[config.mk]
export PLATFORM = sky130hd
export DESIGN_NAME = i8228
export DESIGN_NICKNAME = d
export VERILOG_FILES = /design/src/rtl/i8228_pkg.sv /design/src/rtl/i8228_prio_enc8.sv /design/src/rtl/i8228.sv
export SDC_FILE = /design/constraint.sdc
export NUM_CORES = 1
export LEC_CHECK = 0
export CAP_MARGIN = 20
export CORE_UTILIZATION = 35
export CTS_BUF_LIST = sky130_fd_sc_hd__clkbuf_4 sky130_fd_sc_hd__clkbuf_8
export CTS_CLUSTER_DIAMETER = 60
export DETAILED_ROUTE_END_ITERATION = 12
export DONT_BUFFER_PORTS = 1
export PLACE_DENSITY_LB_ADDON = 0.08
export SKIP_LAST_GASP = 1
export SLEW_MARGIN = 20
export SYNTH_ARGS = -nofsm -noshare
export SYNTH_HDL_FRONTEND = slang
export SYNTH_SLANG_ARGS = --single-unit
[constraint.sdc]
create_clock -name clk -period 4 [get_ports clk]
set_input_delay 0.8 -clock clk [delete_from_list [all_inputs] [get_ports clk]]
set_output_delay 0.8 -clock clk [all_outputs]
set_load 0.02 [all_outputs]
[src/rtl/i8228_pkg.sv]
// Shared constants for the i8228 bus controller: status bit positions, FSM states, opcodes.
package i8228_pkg;

  localparam int unsigned ST_MEMR  = 7;
  localparam int unsigned ST_INP   = 6;
  localparam int unsigned ST_M1    = 5;
  localparam int unsigned ST_OUT   = 4;
  localparam int unsigned ST_HLTA  = 3;
  localparam int unsigned ST_STACK = 2;
  localparam int unsigned ST_WO_N  = 1;
  localparam int unsigned ST_INTA  = 0;

  localparam int unsigned LVL_W    = 3;
  localparam int unsigned ADDR_W   = 16;

  localparam logic [7:0] RST_BASE = 8'hC7;
  localparam logic [7:0] CALL_OP  = 8'hCD;
  localparam logic [7:0] RST7     = 8'hFF;

  typedef enum logic [1:0] {
    IDLE = 2'd0,
    B0   = 2'd1,
    B1   = 2'd2,
    B2   = 2'd3
  } state_t;

endpackage

[src/rtl/i8228_prio_enc8.sv]
// 8-to-3 priority encoder; bit 7 wins, and an idle request bus reports level 7.
module prio_enc8
  import i8228_pkg::*;
(
  input  logic [7:0]       irq,
  output logic [LVL_W-1:0] level_c
);

  // Ascending scan so the highest set bit is the last one written.
  always_comb begin
    level_c = LVL_W'(7);
    for (int i = 0; i < 8; i++) begin
      if (irq[i]) level_c = LVL_W'(i);
    end
  end

endmodule

[src/rtl/i8228.sv]
// 8080 system controller: status latch, bus strobe decode and interrupt vector sequencer.
module i8228
  import i8228_pkg::*;
#(
  parameter int unsigned       VEC_MODE  = 0,
  parameter logic [ADDR_W-1:0] CALL_BASE = 16'h0000
) (
  input  logic       clk,
  input  logic       reset,
  input  logic       ce,
  input  logic       sync,
  input  logic [7:0] status_in,
  input  logic       rd,
  input  logic       wr_n,
  input  logic       inte,
  input  logic [7:0] irq,
  output logic [7:0] status,
  output logic       memr,
  output logic       memw,
  output logic       ior,
  output logic       iow,
  output logic       inta,
  output logic [7:0] vec_data,
  output logic       intr,
  output logic       hlta
);

  localparam bit CALL_MODE = (VEC_MODE == 1);

  state_t            state_q, state_d;
  logic [LVL_W-1:0]  n_q, n_d;
  logic [LVL_W-1:0]  level_c;
  logic [7:0]        status_q;
  logic              intr_q, intr_d;
  logic [ADDR_W-1:0] call_addr;
  logic              unused_ce;

  // ce is part of the CPU-side interface only; nothing here is qualified by it.
  assign unused_ce = ce;

  prio_enc8 u_prio (
    .irq     (irq),
    .level_c (level_c)
  );

  always_ff @(posedge clk or posedge reset) begin
    if (reset) begin
      status_q <= 8'h00;
      state_q  <= IDLE;
      n_q      <= '0;
      intr_q   <= 1'b0;
    end else begin
      if (sync) status_q <= status_in;
      state_q <= state_d;
      n_q     <= n_d;
      intr_q  <= intr_d;
    end
  end

  // Acknowledge sequencer; any sync that is not an INTA read abandons the sequence.
  always_comb begin
    state_d = state_q;
    n_d     = n_q;
    unique case (state_q)
      IDLE: if (sync && status_in[ST_INTA] && status_in[ST_M1]) begin
        n_d     = level_c;
        state_d = B0;
      end
      B0:   if (sync) state_d = (CALL_MODE && status_in[ST_INTA]) ? B1 : IDLE;
      B1:   if (sync) state_d = status_in[ST_INTA] ? B2 : IDLE;
      B2:   if (sync) state_d = IDLE;
      default: state_d = IDLE;
    endcase
  end

  // Looking at the next state drops intr on the same edge that enters B0.
  assign intr_d    = inte & (|irq) & (state_d == IDLE);
  assign call_addr = CALL_BASE + ADDR_W'({n_q, 3'b000});

  always_comb begin
    vec_data = RST7;
    unique case (state_q)
      IDLE: vec_data = RST7;
      B0:   vec_data = CALL_MODE ? CALL_OP : (RST_BASE | {2'b00, n_q, 3'b000});
      B1:   vec_data = call_addr[7:0];
      B2:   vec_data = call_addr[15:8];
      default: vec_data = RST7;
    endcase
  end

  assign status = status_q;
  assign memr   = rd & status_q[ST_MEMR];
  assign ior    = rd & status_q[ST_INP];
  assign inta   = rd & status_q[ST_INTA];
  assign memw   = ~wr_n & ~status_q[ST_OUT];
  assign iow    = ~wr_n & status_q[ST_OUT];
  assign hlta   = status_q[ST_HLTA];
  assign intr   = intr_q;

endmodule
# Word-level counts from Yosys, hierarchy flattened
# Cells that the tools add are included.
# W data, S select, Z words.
[totals] ff_bits=14 in_bits=23 output_inout_bits=23 elab_cells=37
[classes] eq_ne=3 mux=14 bitwise=9 reduce_logical=7
[ops] operator="$pmux W8 S4" count=1
[ops] operator="$mux W3" count=8
[ops] operator="$mux W2" count=4
[ops] operator="$reduce_or A8 Y1" count=1
[ops] operator="$and A1 B1 Y1" count=7
[ops] operator="$pmux W2 S3" count=1
[ops] operator="$eq A2 B2 Y1 const B" count=2
[ops] operator="$logic_not A2 Y1" count=2
[ops] operator="$eq A2 B1 Y1 const B" count=1
[ops] operator="$logic_and A1 B1 Y1" count=2
[ops] operator="$not A1 Y1" count=2
[ops] operator="$reduce_and A2 Y1" count=1
[ops] operator="$reduce_or A2 Y1" count=1

# Logic depth before layout (Yosys ltp)
[depth] word_depth=8 depth_mapped=5

# Modules after synthesis
# Synthesis repeated with hierarchy kept, for this count alone.
[hier_totals] cells_unflattened=65 hier_area_um2=732.0
[modules_own_cells] module="i8228" n_inst=1 cells_per_inst=54 area_per_inst_um2=663.1
[modules_own_cells] module="prio_enc8" n_inst=1 cells_per_inst=11 area_per_inst_um2=68.8

# Worst setup path before layout
# Ideal clock, no wire load.
[synth_path] path_type="input to output" from="input wr_n" to="output iow" t_arrival_ns=1.104 slack_ns=2.096 path_stages=1 n_path_buf=0 cell_sequence="nor2b_1"
[synth_via] elab_chain_cells=2
[synth_rtl] item="from (decl)" line_no="i8228.sv:14" rtl="input logic wr_n,"
[synth_rtl] item="$not A1 Y1" line_no="i8228.sv:96" rtl="assign iow = ~wr_n & status_q[ST_OUT];"
[synth_rtl] item="$and A1 B1 Y1" line_no="i8228.sv:96"
[synth_rtl] item="to (decl)" line_no="i8228.sv:21" rtl="output logic iow,"
# Every way passes these cells.

# Worst setup path after layout
[layout_path] from="register state_q[1]" to="output vec_data[0]"
[layout_via] elab_chain_cells=2 elab_cells_between_ends=5 cone_classes="3 x eq/ne; 1 x mux; 1 x reduce/logical"
[layout_rtl] item="from (decl)" line_no="i8228.sv:30" rtl="state_t state_q, state_d;"
[layout_rtl] item="from (signal assigned)" line_no="i8228.sv:54" rtl="state_q <= state_d;"
[layout_rtl] item="$eq A2 B2 Y1 (tied with other cells)" line_no="i8228.sv:82" rtl="unique case (state_q)"
[layout_rtl] item="$pmux W8 S4 *" line_no="i8228.sv:82"
[layout_rtl] item="to (decl)" line_no="i8228.sv:23" rtl="output logic [7:0] vec_data,"
# Every way passes the cells marked *; elsewhere a longest branch is shown, timed or not.

==> impl_metrics.csv <==
group,metric,value,unit
worst_setup_path,r2r-start,"state_q[1]$_DFF_PP0_",
worst_setup_path,r2r-end,"intr$_DFF_PP0_",
global_routing,grt_pass1_vias,422,
synth,ys_ff_latch,14,
worst_setup_path,criticalPathCategory,"register to output pin",
floorplan,start_util,37.4,%
pwr,power_density,429,nW/µm²
routing,drtIter0Drc,6,
synth,avgSynthCellArea,11.0,µm²
synth,synth_top_family_by_area,"simple AND/OR/NAND/NOR gates",
synth,synth-compound-area-share,12.6,%
worst_setup_path,r2r_cells,3,
global_routing,grt_pass1_wl,1.80,mm
worst_setup_path,crit_chain,"inv_1",
worst_setup_path,reg2reg_setup_slack,2.31,ns
worst_setup_path,critPathBufInv,1,
synth,yosys-top-cells-count,"dfrtp_1, mux2_2, buf_4, nor2_1, inv_1",
timing,rsz0062_at_grt,"no",
synth,synthFlopType,"dfrtp_1",
timing,whs,0.438,ns
layout,fillCellCount,214,
worst_setup_path,crit_path_max_fanout,6,
worst_setup_path,end_kind,"output pin",
global_routing,grt_usage,12.1,%
timing,hold_viol_final,0,
floorplan,core,1960,µm²
synth,synthArstFlopShare,100,%
layout,num_antenna_cells,0,
timing,fin_ws,1.86,ns
timing,fin_crit,2.14,ns
layout,fin_cells,91,
placement,io_buffers,0,
outcome,outcome,"complete, no violations",
routing,drtPass1Iterations,2,
worst_setup_path,cpMaxStageDelayCell,"inv_1",
layout,fin_area,748,µm²
routing,wl_per_cell,14.3,µm
placement,dp.final_hpwl,968,µm
floorplan,die_h,47.8,µm
clock_network,h-tree-depth,1,
worst_setup_path,cp.arrival,1.34,ns
synth,synth_area,734,µm²
synth,muxShareOfSynthArea,14.3,%
min_path,min_path_type,"input port to asynchronous set/reset pin",
pwr,p_leak,0.303,nW
synth,ys_types,23,
global_routing,antenna_found_initial,0,
synth,synth-edff-count,0,
clock_network,cts_tree,"done",
worst_setup_path,start_kind,"register",
worst_setup_path,critPathTopFamily,"buffers and inverters",
synth,syn_inst,67,
global_routing,grt.overflow.total,0,
layout,finalNetCount,88,
clock_network,clock_latency,0.28,ns
synth,synth_warnings,0,
synth,yosys.area_share.xor_xnor,0,%
synth,synthAdderAreaFrac,0,%
layout,area_growth,1.87,%
synth,synth_top_area_share,47.7,%
flow_run,maxCapViolCount,0,
timing,skew,0.00191,ns
timing,setup_violations,0,
worst_setup_path,worstPathRequired,3.20,ns
clock_network,cts_sinks,14,
timing,finalSetupTns,0,ns
routing,drtAntennaViolNets,0,
layout,fin_util,38.1,%
clock_network,cts_buffer_depth,2,
placement,placed_cells,87,
clock_network,cts_setup_buffers,0,
clock_network,cts-resized-gates,0,
placement,place_area,712,µm²
routing,viasPerCell,5.14,
worst_setup_path,critical-path-max-stage-delay,0.65,ns
routing,route.detailed.drc,0,
timing,period_share,53.5,%
layout,drive_gt1_share,26.6,%
placement,place_ws,2.09,ns
pwr,power.total,0.321,mW
synth,yosysMostFrequentCell,"dfrtp_1",
clock_network,cts_buffers,3,
placement,gp_congestion,0.611,
clock_network,postCtsHoldBufs,0,
synth,ys_top_cells_by_area,"dfrtp_1, mux2_2, buf_4",
synth,ys_seq_area_share,47.7,%
routing,routed_wirelength,1.30,mm
timing,slew_headroom,42.5,%
clock_network,clk_pin_slew,0.09,ns
pwr,max-vdd-ir-drop,122,µV
timing,max_clock_freq,467,MHz
synth,synth_nets,90,
floorplan,dieWidth,47.8,µm
floorplan,row_count,16,
synth,synth_area_leader_cell,"dfrtp_1",
timing,tightestPinTransition,0.861,ns
global_routing,grt_max_degree,15,
synth,yosys.area_share.simple,15.2,%
floorplan,dieArea,2290,µm²
routing,vias,468,
floorplan,pin_count,46,
timing,slew_viol_final,0,
clock_network,ctsRootBufferMaster,"clkbuf_4",
[how the worst max path moves through the flow]
stage	from	to	slack (ns)	cells past startpoint
after floorplan	wr_n	iow	2.10	1
after global placement	wr_n	iow	2.08	1
after detailed placement	wr_n	iow	2.09	1
after CTS	state_q[1]$_DFF_PP0_	vec_data[1]	1.84	1
after global routing	state_q[1]$_DFF_PP0_	vec_data[1]	1.78	1
final	state_q[1]$_DFF_PP0_	vec_data[0]	1.86	1
[report_power, final]
part           switching (mW)  internal [mW]
sequential             0.0227          0.156
combinational          0.0201         0.0188
clock                  0.0477         0.0553
total                  0.0905          0.230
[metal layers]
layer,vias up,track usage (%),part of all wire [%]
met5,-,0,0
met4,0,8.33,1.5
met3,2,3.77,8.4
met2,28,17.8,50
met1,219,15.1,40
li1,219,-,-
[cell type report]
cell class,instances,area [µm²],share of cell area (%)
clock buffers,4,36.3,4.85
inverters,5,18.8,2.51
multi-input cells,41,309,41.3
flip-flops and latches,14,350,46.8
well taps,27,33.8,4.52
[state kept, by name (all words and copies together) (netlist names)]
name and cells:
intr 1, state_q 2, n_q 3, status 8
[cell usage in the layout, fill, tap and decap left out, drive strengths merged]
cell / Yosys / routed
o31ai: 2 / 2
dfrtp: 14 / 14
nor2: 7 / 7
o21ai: 1 / 1
nand2b: 2 / 2
nand2: 2 / 2
or2b: 1 / 1
o211ai: 1 / 1
and2: 3 / 3
nor4: 2 / 2
nor2b: 1 / 1
mux2: 9 / 9
inv: 5 / 5
and4: 1 / 1
a2111oi: 1 / 1
clkbuf: 0 / 4
a21oi: 3 / 3
o21a: 3 / 3
a31oi: 2 / 2
[logic make-up (layout without fill, tap and decap cells)]
group                  Yosys count  after routing
AO/OA/AOI/OAI                   13             13
flip-flops                      14             14
AND/OR/NAND/NOR                 19             19
buffers and inverters           12              9
multiplexers                     9              9
Power figures use the tool's default switching activity.
